<file path="src/rtl/ctrl_pipe_pkg.sv">
// ctrl_pipe_pkg: control word layout and default per-stage field masks for the E/M/W control pipeline
package ctrl_pipe_pkg;
  localparam int CTRL_W = 8;
  localparam int REGWRITE = 7;
  localparam int MEMTOREG = 6;
  localparam int MEMWRITE = 5;
  localparam int ALUSRC = 4;
  localparam int REGDST = 3;
  localparam int ALUOP_HI = 2;
  localparam int ALUOP_LO = 0;
  localparam logic [CTRL_W-1:0] KEEP_E = '1;
  localparam logic [CTRL_W-1:0] KEEP_M = CTRL_W'((1 << REGWRITE) | (1 << MEMTOREG) | (1 << MEMWRITE));
  localparam logic [CTRL_W-1:0] KEEP_W = CTRL_W'((1 << REGWRITE) | (1 << MEMTOREG));
  localparam logic [3*CTRL_W-1:0] KEEP_DEF = {KEEP_W, KEEP_M, KEEP_E};
endpackage

</file>
<file path="src/rtl/ctrl_pipe_stage.sv">
// ctrl_pipe_stage: one control register with hold/flush/bubble/load priority and load-time field masking
module ctrl_pipe_stage import ctrl_pipe_pkg::*; #(
  parameter int W = CTRL_W
) (
  input  logic         clk,
  input  logic         reset,
  input  logic         hold,
  input  logic         flush,
  input  logic         up_hold,
  input  logic [W-1:0] src_word,
  input  logic         src_valid,
  input  logic [W-1:0] keep,
  output logic [W-1:0] word,
  output logic         valid,
  output logic         flush_ev,
  output logic         bubble_ev
);
  logic load;
  assign load = ~hold & ~flush & ~up_hold & src_valid;
  assign flush_ev = ~hold & flush & ~up_hold & src_valid;
  assign bubble_ev = ~hold & ~flush & up_hold;
  // hold keeps the entry; otherwise an invalid or killed source leaves a zero word
  always_ff @(posedge clk) begin
    if (reset) begin
      word <= '0;
      valid <= 1'b0;
    end else if (!hold) begin
      word <= load ? src_word & keep : '0;
      valid <= load;
    end
  end
endmodule

</file>
<file path="src/rtl/ctrl_pipe_chain.sv">
// ctrl_pipe_chain: NSTAGE-deep control word pipeline with stall back-propagation, flush and event counters
module ctrl_pipe_chain import ctrl_pipe_pkg::*; #(
  parameter int NSTAGE = 3,
  parameter int W = CTRL_W,
  parameter logic [NSTAGE*W-1:0] KEEP = '1,
  parameter int CNT_W = 16
) (
  input  logic                clk,
  input  logic                reset,
  input  logic [W-1:0]        in_word,
  input  logic                in_valid,
  input  logic [NSTAGE-1:0]   stall,
  input  logic [NSTAGE-1:0]   flush,
  output logic                in_ready,
  output logic [NSTAGE*W-1:0] stage_word,
  output logic [NSTAGE-1:0]   stage_valid,
  output logic [CNT_W-1:0]    bubble_cnt,
  output logic [CNT_W-1:0]    flush_cnt
);
  logic [NSTAGE-1:0] hold, fl_ev, bb_ev;
  logic [CNT_W:0] f_sum;
  assign in_ready = ~hold[0];
  for (genvar g = 0; g < NSTAGE; g++) begin : st
    logic [W-1:0] sw;
    logic sv, uh;
    assign hold[g] = |stall[NSTAGE-1:g];
    if (g == 0) begin : s0
      assign sw = in_word;
      assign sv = in_valid;
      assign uh = 1'b0;
    end else begin : sn
      assign sw = stage_word[(g-1)*W +: W];
      assign sv = stage_valid[g-1];
      assign uh = hold[g-1];
    end
    ctrl_pipe_stage #(.W(W)) u_stage (
      .clk(clk), .reset(reset), .hold(hold[g]), .flush(flush[g]), .up_hold(uh),
      .src_word(sw), .src_valid(sv), .keep(KEEP[g*W +: W]),
      .word(stage_word[g*W +: W]), .valid(stage_valid[g]),
      .flush_ev(fl_ev[g]), .bubble_ev(bb_ev[g])
    );
  end
  // sum all flush kills of this cycle onto the counter with one extra bit to detect overflow
  always_comb begin
    f_sum = {1'b0, flush_cnt};
    for (int k = 0; k < NSTAGE; k++) f_sum = f_sum + (CNT_W+1)'(fl_ev[k]);
  end
  // saturating event counters; only one bubble is possible per cycle
  always_ff @(posedge clk) begin
    if (reset) begin
      bubble_cnt <= '0;
      flush_cnt <= '0;
    end else begin
      bubble_cnt <= bubble_cnt + CNT_W'(|bb_ev && !(&bubble_cnt));
      flush_cnt <= f_sum[CNT_W] ? '1 : f_sum[CNT_W-1:0];
    end
  end
endmodule

</file>
<file path="config.mk">
export PLATFORM = sky130hd
export DESIGN_NAME = ctrl_pipe_chain
export DESIGN_NICKNAME = d
export VERILOG_FILES = /design/src/rtl/ctrl_pipe_pkg.sv /design/src/rtl/ctrl_pipe_stage.sv /design/src/rtl/ctrl_pipe_chain.sv
export SDC_FILE = /design/constraint.sdc
export NUM_CORES = 1
export LEC_CHECK = 0
export CAP_MARGIN = 20
export CELL_PAD_IN_SITES_DETAIL_PLACEMENT = 0
export CELL_PAD_IN_SITES_GLOBAL_PLACEMENT = 1
export CORE_ASPECT_RATIO = 0.5
export CORE_MARGIN = 1.5
export CORE_UTILIZATION = 31
export DETAILED_ROUTE_END_ITERATION = 12
export PLACE_DENSITY_LB_ADDON = 0.1
export SLEW_MARGIN = 10
export SYNTH_ARGS = -nofsm -noshare
export SYNTH_HDL_FRONTEND = slang
export SYNTH_SLANG_ARGS = --single-unit
</file>
<file path="constraint.sdc">
create_clock -name clk -period 2.8 [get_ports clk]
set_clock_uncertainty 0.1 [all_clocks]
set_input_delay 0.28 -clock clk [delete_from_list [all_inputs] [get_ports clk]]
set_output_delay 0.28 -clock clk [all_outputs]
set_load 0.1 [all_outputs]
</file>
==> flow_metrics.py <==
metrics = {
    "floorplanning": {
        "design.core.area_um2": 7570,
        "start_util": 0.331,
        "placementRows": 22,
        "die_extent_in_x_um": 130,
        "pin_count": 77,
        "die_height_um": 66.6,
        "die_outline_area_um2": 8670,
    },
    "critical_path": {
        "path_max_fanout": 5,
        "start_kind": "input pin",
        "timing.setup.critical_path_class": "input pin to flop",
        "worst-endpoint-arrival_ns": 2.75,
        "timing.critical_path.required_ns": 2.87,
        "worstRegToRegCells": 11,
        "setup.worst_path.end_class": "flop",
    },
    "pwr": {
        "power_switching_share": 0.228,
        "power.density_cell_area_nw_per_um2": 556,
        "p_comb_frac": 0.052,
        "ir_worst_vdd_uv": 299,
        "p_int_uw": 1560,
        "net-switching-power_uw": 463,
        "design_power_total_uw": 2030,
        "clockPowerShare": 0.530,
        "share_seq_of_total_power": 0.418,
        "cellLeakagePower_uw": 0.00143,
    },
    "grt": {
        "grt_pass1_vias": 2145,
        "grt_pass1_wl_mm": 10.3,
        "gr-total-overflow": 0,
        "global_route.usage.total": 0.156,
        "grt_antenna_before_repair": 0,
        "grt_start_max_net_pins": 40,
    },
    "synthesis": {
        "synth_cells": 281,
        "synth_sequential_area_ratio": 0.471,
        "synth.ff_latch_count": 59,
        "synth-edff-count": 0,
        "synth_warnings": 0,
        "asyncSetResetFlopFracSynth": 0,
        "synth_cell_type_count": 37,
        "synth_flop_type": "sky130_fd_sc_hd__dfxtp_1",
        "synthesis.area_per_instance_um2": 8.92,
        "syn_nets": 304,
        "netlist_area_um2": 2510,
    },
    "clocking": {
        "cts_tree": "yes",
        "clock_sink_count": 59,
        "path_clk_slew_ns": 0.05,
        "clock_path_buffers": 2,
        "cts_inserted_buffers": 9,
        "clk_latency_ns": 0.33,
        "cts_htree_levels": 3,
        "cts.hold.buffers_added": 0,
        "clock-root-buffer": "sky130_fd_sc_hd__clkbuf_16",
    },
    "route": {
        "drt_wl_cell_um": 13.3,
        "drt-initial-drc-count": 93,
        "via_per_inst": 4.77,
        "drt_wl_total_mm": 6.38,
        "route.detailed.drc": 0,
        "dr_total_vias": 2289,
        "dr.pass1.iters": 4,
        "route.antenna.remaining_nets": 0,
    },
    "finish": {
        "layout.core_utilization": 0.482,
        "num-fill-cells": 750,
        "post_route_cells_drive_above_1_share": 0.333,
        "flow.area_growth_from_synthesis_pct": 45.5,
        "multi_input_gate_area_um2": 1250,
        "regArea_um2": 1190,
        "num-nets-final": 390,
        "insertedDiodeCount": 0,
    },
    "sta": {
        "finalSetupViolations": 0,
        "timing.final.crit_share": 0.957,
        "finalMaxSlewViolations": 0,
        "tightestPinTransition_ns": 0.784,
        "whs_ns": 0.307,
        "rsz0062_at_grt": "no",
        "slew_headroom": 0.477,
        "final_hold_viol_count": 0,
        "f_max_ghz": 0.373,
        "period_minus_slack_ns": 2.68,
    },
    "run": {
        "maxCapViolCount": 0,
    },
    "place": {
        "gp_congestion": 0.830,
        "post-dp-hpwl_mm": 4.68,
        "portBuffers": 76,
    },
    "worst_hold_path": {
        "min_path_cells": 4,
        "class_of_the_tightest_hold_or_removal_check": "input pin to flop",
    },
    "run_status": {
        "status": "complete, no violations",
    },
}
==> critical path, stage by stage <==
cell,delay (ns)
sky130_fd_sc_hd__clkdlybuf4s15_1,0.18
sky130_fd_sc_hd__or3_4,0.36
sky130_fd_sc_hd__inv_4,0.07
sky130_fd_sc_hd__nand3_2,0.07
sky130_fd_sc_hd__fa_1,0.56
sky130_fd_sc_hd__inv_2,0.05
sky130_fd_sc_hd__ha_4,0.16
sky130_fd_sc_hd__fa_2,0.35
sky130_fd_sc_hd__nand4_1,0.18
sky130_fd_sc_hd__buf_4,0.15
sky130_fd_sc_hd__nor2_1,0.03
sky130_fd_sc_hd__nand2_1,0.11
sky130_fd_sc_hd__buf_6,0.14
sky130_fd_sc_hd__a31oi_1,0.06
==> routing by layer <==
| metal | GRT usage | wire length [um] | up-vias | part of all wire |
|---|---|---|---|---|
| li1 | - | - | 1156 | - |
| met1 | 0.183 | 2820 | 1070 | 0.44 |
| met2 | 0.255 | 3080 | 57 | 0.48 |
| met3 | 0.0659 | 414 | 6 | 0.065 |
| met4 | 0.0583 | 55 | 0 | 0.0086 |
| met5 | 0 | 0 | - | 0 |
==> placed cells by master (no fill, tap or decap), types with 3 or more instances in the layout <==
master                            count
sky130_fd_sc_hd__buf_4               72
sky130_fd_sc_hd__dfxtp_1             48
sky130_fd_sc_hd__nor2_1              40
sky130_fd_sc_hd__a21oi_1             20
sky130_fd_sc_hd__nand3_1             18
sky130_fd_sc_hd__nand2_1             18
sky130_fd_sc_hd__a22oi_1             16
sky130_fd_sc_hd__xnor2_1             13
sky130_fd_sc_hd__dfxtp_2             11
sky130_fd_sc_hd__clkdlybuf4s50_1     11
sky130_fd_sc_hd__clkbuf_16            9
sky130_fd_sc_hd__nand4_1              8
sky130_fd_sc_hd__inv_1                7
sky130_fd_sc_hd__xor2_1               7
sky130_fd_sc_hd__nor2b_1              6
sky130_fd_sc_hd__nor3_1               6
sky130_fd_sc_hd__a21oi_2              5
sky130_fd_sc_hd__and3_1               4
sky130_fd_sc_hd__and4_1               4
sky130_fd_sc_hd__nor4_1               3
sky130_fd_sc_hd__a31oi_1              3
sky130_fd_sc_hd__ha_1                 3
sky130_fd_sc_hd__clkinv_2             3
==> synthesized netlist by cell type, types with 2 or more instances <==
| cell | n | area [um2] |
|---|---|---|
| sky130_fd_sc_hd__a211oi_1 | 2 | 15.0 |
| sky130_fd_sc_hd__a21oi_1 | 25 | 125 |
| sky130_fd_sc_hd__a22oi_1 | 16 | 120 |
| sky130_fd_sc_hd__a31o_2 | 2 | 17.5 |
| sky130_fd_sc_hd__a31oi_1 | 3 | 18.8 |
| sky130_fd_sc_hd__and3_1 | 4 | 25.0 |
| sky130_fd_sc_hd__and4_1 | 4 | 35.0 |
| sky130_fd_sc_hd__buf_4 | 3 | 22.5 |
| sky130_fd_sc_hd__clkbuf_1 | 10 | 37.5 |
| sky130_fd_sc_hd__dfxtp_1 | 59 | 1180 |
| sky130_fd_sc_hd__fa_1 | 2 | 40.0 |
| sky130_fd_sc_hd__ha_1 | 4 | 50.1 |
| sky130_fd_sc_hd__inv_1 | 9 | 33.8 |
| sky130_fd_sc_hd__nand2_1 | 18 | 67.6 |
| sky130_fd_sc_hd__nand3_1 | 19 | 95.1 |
| sky130_fd_sc_hd__nand4_1 | 8 | 50.1 |
| sky130_fd_sc_hd__nor2_1 | 40 | 150 |
| sky130_fd_sc_hd__nor2b_1 | 6 | 37.5 |
| sky130_fd_sc_hd__nor3_1 | 7 | 35.0 |
| sky130_fd_sc_hd__nor3b_4 | 2 | 37.5 |
| sky130_fd_sc_hd__nor4_1 | 3 | 18.8 |
| sky130_fd_sc_hd__o21ai_0 | 2 | 10.0 |
| sky130_fd_sc_hd__xnor2_1 | 13 | 114 |
| sky130_fd_sc_hd__xor2_1 | 7 | 61.3 |
==> metrics by stage <==
stage | area, um2 | std cells | setup WS [ns] | TNS [ns]
global placement | 3330 | 463 | -0.448 | -5.57
floorplan | 2570 | 281 | -0.117 | -1.36
finish | 3650 | 480 | 0.122 | 0
CTS | 3630 | 480 | 0.105 | 0
detailed placement | 3330 | 463 | -0.487 | -5.81
global route | 3650 | 480 | 0.0239 | 0
==> flip-flops by register name, summed over array words and instances, names as in the netlist <==
| signal | flops |
|---|---|
| bubble_cnt | 16 |
| flush_cnt | 16 |
| st.u_stage.valid | 3 |
| st.u_stage.word | 24 |
==> power by group through the flow <==
stage,registers (uW),clock network [uW],logic [uW]
2_1_floorplan,888,0,42.1
3_3_place_gp,865,0,107
3_5_place_dp,865,0,108
4_1_cts,847,1110,107
5_1_grt,847,1150,113
6_report,847,1070,106
==> worst paths after layout <==
check,start,endpoint,slack [ns]
worst max-delay path,stall[0],flush_cnt[13],0.12
worst min-delay path,stall[2],st[2].u_stage.valid,0.31
worst max register to register,st[1].u_stage.valid,flush_cnt[13],0.26
worst min register to register,st[0].u_stage.word[2],st[0].u_stage.word[2],0.37
==> cell families after synthesis <==
logic type,count (synthesis),share of synthesized area
compound gates,50,0.122
simple gates,119,0.247
flops,59,0.471
mux,2,0.00849
buf+inv,25,0.0454
xor+xnor,20,0.0699
fa+ha+maj,6,0.0359
==> area by class of cell <==
type                       count  share of cell area
sequential                    59               0.328
multi-input combinational    197               0.344
tap                          108              0.0371
timing repair buffer          91               0.200
clock inverter                 7              0.0189
clock buffer                   9              0.0618
inverter                       9             0.00995
==> repair_timing <==
item                       CTS  global route
setup endpoints to repair   10            10
buffers inserted             1             0
pin swaps                    2             3
resized for setup            5            10
Power figures use the tool's default switching activity.
